<file path="src/rtl/serial_subtractor.sv">
// serial_subtractor: bit-serial N-bit subtractor computing {bout, diff} = a - b - bin.
//
// A three-state sequencer feeds a one-bit full-subtractor stage one operand bit per clock,
// LSB first. The borrow between bits lives in a flop, and difference bits collect in a
// right-shifting result register. When the last bit is done, the result is copied to the
// output registers and announced with a one-cycle done pulse.
//
// Ports
//   clk   in  1  single clock, rising edge
//   rst   in  1  synchronous active-high reset
//   start in  1  operation request, sampled only while idle
//   a     in  N  minuend, captured on an accepted start
//   b     in  N  subtrahend, captured on an accepted start
//   bin   in  1  borrow-in, captured on an accepted start
//   busy  out 1  high while bits are being processed
//   done  out 1  one-cycle pulse, diff/bout valid
//   diff  out N  (a - b - bin) mod 2^N, held until the next completion or reset
//   bout  out 1  final borrow-out, 1 when a < b + bin (unsigned)

module serial_subtractor #(
  parameter int unsigned N = 8
) (
  input  logic         clk,
  input  logic         rst,
  input  logic         start,
  input  logic [N-1:0] a,
  input  logic [N-1:0] b,
  input  logic         bin,
  output logic         busy,
  output logic         done,
  output logic [N-1:0] diff,
  output logic         bout
);

  // One extra counter bit so N = 1 and N = 2^k never wrap before the last bit.
  localparam int unsigned CntW = $clog2(N) + 1;
  localparam logic [CntW-1:0] CntLast = CntW'(N - 1);

  localparam logic [1:0] StIdle = 2'd0;
  localparam logic [1:0] StRun  = 2'd1;
  localparam logic [1:0] StDone = 2'd2;

  logic [1:0]      state_q, state_d;
  logic [N-1:0]    a_sr_q, a_sr_d;
  logic [N-1:0]    b_sr_q, b_sr_d;
  logic [N-1:0]    res_sr_q, res_sr_d;
  logic            brw_q, brw_d;
  logic [CntW-1:0] cnt_q, cnt_d;
  logic [N-1:0]    diff_q, diff_d;
  logic            bout_q, bout_d;

  // Full-subtractor stage on the current LSBs.
  logic         bit_d;
  logic         bit_nb;
  logic [N-1:0] msb_ins;
  logic [N-1:0] res_next;

  always_comb begin
    bit_d  = a_sr_q[0] ^ b_sr_q[0] ^ brw_q;
    bit_nb = (~a_sr_q[0] & b_sr_q[0]) | (brw_q & ~(a_sr_q[0] ^ b_sr_q[0]));
    // New bit enters at the MSB; built with a shift so N = 1 needs no special case.
    msb_ins        = '0;
    msb_ins[N-1]   = bit_d;
    res_next       = (res_sr_q >> 1) | msb_ins;
  end

  always_comb begin
    state_d  = state_q;
    a_sr_d   = a_sr_q;
    b_sr_d   = b_sr_q;
    res_sr_d = res_sr_q;
    brw_d    = brw_q;
    cnt_d    = cnt_q;
    diff_d   = diff_q;
    bout_d   = bout_q;

    case (state_q)
      StIdle: begin
        if (start) begin
          a_sr_d  = a;
          b_sr_d  = b;
          brw_d   = bin;
          cnt_d   = '0;
          state_d = StRun;
        end
      end
      StRun: begin
        a_sr_d   = a_sr_q >> 1;
        b_sr_d   = b_sr_q >> 1;
        res_sr_d = res_next;
        brw_d    = bit_nb;
        cnt_d    = cnt_q + CntW'(1);
        if (cnt_q == CntLast) begin
          diff_d  = res_next;
          bout_d  = bit_nb;
          state_d = StDone;
        end
      end
      StDone: begin
        // start is deliberately ignored here; always return to idle.
        state_d = StIdle;
      end
      default: begin
        state_d = StIdle;
      end
    endcase
  end

  always_ff @(posedge clk) begin
    if (rst) begin
      state_q  <= StIdle;
      a_sr_q   <= '0;
      b_sr_q   <= '0;
      res_sr_q <= '0;
      brw_q    <= 1'b0;
      cnt_q    <= '0;
      diff_q   <= '0;
      bout_q   <= 1'b0;
    end else begin
      state_q  <= state_d;
      a_sr_q   <= a_sr_d;
      b_sr_q   <= b_sr_d;
      res_sr_q <= res_sr_d;
      brw_q    <= brw_d;
      cnt_q    <= cnt_d;
      diff_q   <= diff_d;
      bout_q   <= bout_d;
    end
  end

  assign busy = (state_q == StRun);
  assign done = (state_q == StDone);
  assign diff = diff_q;
  assign bout = bout_q;

endmodule

</file>
<file path="config.mk">
export PLATFORM = sky130hd
export DESIGN_NAME = serial_subtractor
export DESIGN_NICKNAME = d
export VERILOG_FILES = /design/src/rtl/serial_subtractor.sv
export SDC_FILE = /design/constraint.sdc
export NUM_CORES = 1
export LEC_CHECK = 0
export BUFFER_PORTS_ARGS = -buffer_cell sky130_fd_sc_hd__buf_2
export CAP_MARGIN = 20
export CELL_PAD_IN_SITES_DETAIL_PLACEMENT = 0
export CELL_PAD_IN_SITES_GLOBAL_PLACEMENT = 2
export CORE_MARGIN = 2
export CORE_UTILIZATION = 32
export DETAILED_ROUTE_END_ITERATION = 8
export GPL_ROUTABILITY_DRIVEN = 0
export GPL_TIMING_DRIVEN = 0
export PLACE_DENSITY_LB_ADDON = 0.1
export SLEW_MARGIN = 20
export SYNTH_ARGS = -nofsm -noshare
export SYNTH_HDL_FRONTEND = slang
export SYNTH_SLANG_ARGS = --single-unit
</file>
<file path="constraint.sdc">
create_clock -name clk -period 1.6 [get_ports clk]
set_input_delay 0.32 -clock clk [delete_from_list [all_inputs] [get_ports clk]]
set_output_delay 0.32 -clock clk [all_outputs]
set_load 0.1 [all_outputs]
</file>
Yosys cells after proc, flatten, opt, wreduce, memory -nomap -nowiden
Index checks and enable logic that the tools add are counted. W data, S select, Z words.

Reduce and logical (&&, ||, !) cells: 5. Bitwise gates (word level): 8. Equal/unequal tests: 5. Add/subtract/negate cells: 1. Muxes and demuxes: 11.

Operators with widths (number): $pmux W8 S2 (2); $mux W8 (2); $or A7 B8 Y8 (1); $pmux W4 S2 (1); $reduce_and A2 Y1 (3); $add A4 B1 Y4 const B (1); $eq A4 B3 Y1 const B (1); $mux W2 (2); $mux W4 (1); $pmux W2 S2 (1); $and A1 B1 Y1 (2); $eq A2 B1 Y1 const B (1); $eq A2 B2 Y1 const B (1); $logic_not A2 Y1 (1); $ne A2 B1 Y1 const B (1); $ne A2 B2 Y1 const B (1); $not A1 Y1 (2); $pmux W1 S2 (1); $reduce_bool A2 Y1 (1); $xor A1 B1 Y1 (2); $mux W1 (1); $or A1 B1 Y1 (1).

Output and inout port bits: 11. Input bits: 20. Flip-flop bits (word level): 40.

Longest topological paths before layout
Depth after elaboration: 5. Depth in mapped cells: 6. Depth with buffers taken out: 5.

Worst setup path after synthesis
No wires, ideal clock.

Path kind: flip-flop to output port. Start point: reg state_q[1]. End point: out done. Stages on the path, launching flop included: 4. Slack: -0.676 ns. Data arrival time: 1.956 ns. Path through: dfxtp_1 -> inv_1 -> clkbuf_1 -> nor2_1.

Word-level cells in the longest chain between the ends: 1.

RTL lines: start, declared (RTL line 43) `logic [1:0] state_q, state_d;`; start signal, assigned (RTL line 111) `state_q <= StIdle;`; start signal, assigned (RTL line 120) `state_q <= state_d;`; $eq A2 B2 Y1 (RTL line 132) `assign done = (state_q == StDone);`; end, declared (RTL line 30) `output logic done,`.

Every way passes these cells.

Worst setup path in the final report
Same ends and word-level chain as after synthesis.

==> flow_metrics.env <==
export IMPL_finalClockSkew_ps=9.25
export IMPL_yosys_warnings=0
export IMPL_drt_pass1_iter_count=4
export IMPL_irDropWorstVdd_mv=0.427
export IMPL_p_per_area_mw_per_mm2=1020
export IMPL_grt_busiest_layer="met2"
export IMPL_via_per_inst=5.11
export IMPL_fin_ws_ps=59.3
export IMPL_utilization_pct=41.1
export IMPL_h_tree_depth=2
export IMPL_die_w_um=76.5
export IMPL_grt_usage_pct=14.8
export IMPL_cts_hold_buf=0
export IMPL_die_area_mm2=0.00586
export IMPL_diodes=0
export IMPL_seq_area_frac_synth_pct=46.4
export IMPL_clock_fmax_mhz=649
export IMPL_critPathTopFamily="buffers and inverters"
export IMPL_hold_class="in -> reg"
export IMPL_cts_tree="yes"
export IMPL_start_util_pct=32.9
export IMPL_worst_setup_path_start_kind="flip-flop"
export IMPL_synth_seq_cells=39
export IMPL_worstSetupEndpointType="output pin"
export IMPL_rows=26
export IMPL_ys_async_sr_fraction_pct=0
export IMPL_drt_total_wl_mm=4.27
export IMPL_netlist_instances=191
export IMPL_dp_slack_ps=-154
export IMPL_clock_sinks=39
export IMPL_final_common_cell="dfxtp_1"
export IMPL_vias=1528
export IMPL_drtIter0Drc=129
export IMPL_critPathMaxFanout=10
export IMPL_hold_viol=0
export IMPL_maxCapViolCount=0
export IMPL_ys_types=30
export IMPL_maxSlewHeadroom_pct=63.5
export IMPL_wl_per_cell_um=14.3
export IMPL_ant_nets=0
export IMPL_coreArea_mm2=0.00511
export IMPL_cts_buffers=5
export IMPL_cts_root_buf="clkbuf_8"
export IMPL_crit_chain="inv_2 > clkbuf_8 > nor2_4 > buf_12"
export IMPL_period_share_pct=96.3
export IMPL_drv_slew=0
export IMPL_cts_buffer_depth=2
export IMPL_grtUsageMet1_pct=21.2
export IMPL_synthFlopType="dfxtp_1"
export IMPL_clk_pin_slew_worst_paths_ps=90
export IMPL_use_met2_pct=21.4
export IMPL_crit_buf_inv=3
export IMPL_fin_cells=299
export IMPL_first_global_vias=1408
export IMPL_status="completed"
export IMPL_grt_antenna_before_repair=0
export IMPL_synth_edf_count=0
export IMPL_worstSkewPairLatency_ps=290
export IMPL_gr_usage_met3_pct=4.27
export IMPL_area_growth_syn_to_layout_pct=24.8
export IMPL_max_stage_delay_ps=360
export IMPL_worstSetupPathType="reg -> out"
export IMPL_p_total_mw=2.15
export IMPL_overflow=0
export IMPL_grt_first_pass_wirelength_mm=6.88
export IMPL_grt_max_degree=20
export IMPL_port_buffers=29
export IMPL_cp_data_required_time_ps=1280
export IMPL_slowest_stage="dfxtp_4"
export IMPL_period_minus_slack_ps=1540
export IMPL_dp_cells=290
export IMPL_grt_setup_unrepaired="no"
export IMPL_die_y_um=76.5
export IMPL_tightestPinTransition_ps=547
export IMPL_syn_avg_cell_area_um2=8.81
export IMPL_synth_net_count=213
export IMPL_setup_viol=0
export IMPL_ioPinCount=31
export IMPL_critical_path_arrival_ps=1220
export IMPL_layout_common_cells="38 x dfxtp_1, 31 x buf_2, 28 x nor2_1"
export IMPL_netlist_area_mm2=0.00168
export IMPL_drcViolationCount=0
export IMPL_final_setup_tns_ps=0
export IMPL_leakage_nw=0.823
export IMPL_hpwlAfterDp_mm=3.10
export IMPL_layout_drive_gt1_share_pct=27.1
export IMPL_final_nets=250
-- worst min-delay path: stages --
cell and delay (ps):
buf_2 80, a22oi_1 50, nor2_1 70
-- through the flow --
step | instance area, um2 | hold slack (ps)
6_report | 2100 | 265
5_1_grt | 2100 | 267
4_1_cts | 2080 | 260
3_5_place_dp | 1920 | 455
3_3_place_gp | 1920 | 441
2_1_floorplan | 1690 | 437
-- routing by layer --
layer | wire length, um | up-vias
li1 | - | 757
met1 | 2060 | 703
met2 | 1820 | 61
met3 | 327 | 7
met4 | 57 | 0
met5 | 0 | -
-- synth_stat cells (2+ instances only) --
cell | n | area (um2)
a21oi_1 | 17 | 85.1
inv_1 | 4 | 15.0
buf_6 | 2 | 22.5
a22oi_1 | 3 | 22.5
nand2_1 | 19 | 71.3
a221oi_1 | 2 | 17.5
nor2_1 | 29 | 109
clkbuf_1 | 6 | 22.5
buf_2 | 4 | 20.0
nand3_1 | 10 | 50.1
buf_4 | 3 | 22.5
nand2b_1 | 2 | 12.5
o2bb2ai_1 | 11 | 96.3
a21bo_2 | 8 | 80.1
dfxtp_1 | 39 | 781
o22ai_1 | 3 | 18.8
a211oi_1 | 16 | 120
-- registers in the layout, summed over array words and instances, names as in the netlist --
name      flops
bout          1
cnt_q         4
res_sr_q      7
state_q       2
diff          8
brw_q         1
a_sr_q        8
b_sr_q        8
-- layout make-up --
cell class / count / area, um2
multi-input cells: 132 / 801
clock inverters: 3 / 46.3
inverters: 5 / 31.3
plain buffers: 14 / 90.1
well taps: 70 / 87.6
fillers: 543 / 3010
clock buffers: 5 / 68.8
flip-flops and latches: 39 / 785
repair buffers: 31 / 190
-- repair_timing --
item,CTS,global route
pin swaps,0,0
gates resized for setup,15,2
endpoints found under the setup margin,2,2
endpoints found under the hold margin,0,0
buffers inserted,0,2
-- kinds of logic after synthesis --
| family | count (synthesis) | synth area share, % |
|---|---|---|
| compound gates | 65 | 28.7 |
| simple gates | 65 | 16.5 |
| flops | 39 | 46.4 |
| buf+inv | 20 | 6.47 |
| fa+ha+maj | 2 | 1.93 |
-- final timing paths --
kind	startpoint	end	slack, ps	cells past startpoint
setup / recovery	state_q[1]$_SDFFE_PP0P_	done	60	4
hold / removal	a[7]	a_sr_q[7]$_SDFFE_PP0P_	260	3
setup reg to reg	cnt_q[0]$_SDFFE_PP0P_	bout$_SDFFE_PP0P_	100	6
hold reg to reg	res_sr_q[1]$_SDFFE_PP0P_	res_sr_q[1]$_SDFFE_PP0P_	470	2
-- power by group --
part | total [mW] | leakage, nW | switching, mW | internal (mW)
combinational | 0.253 | 0.448 | 0.151 | 0.102
clock | 0.850 | 0.0548 | 0.380 | 0.470
sequential | 1.04 | 0.320 | 0.0281 | 1.01
total | 2.15 | 0.823 | 0.559 | 1.59
(Power assumes the default switching activity.)
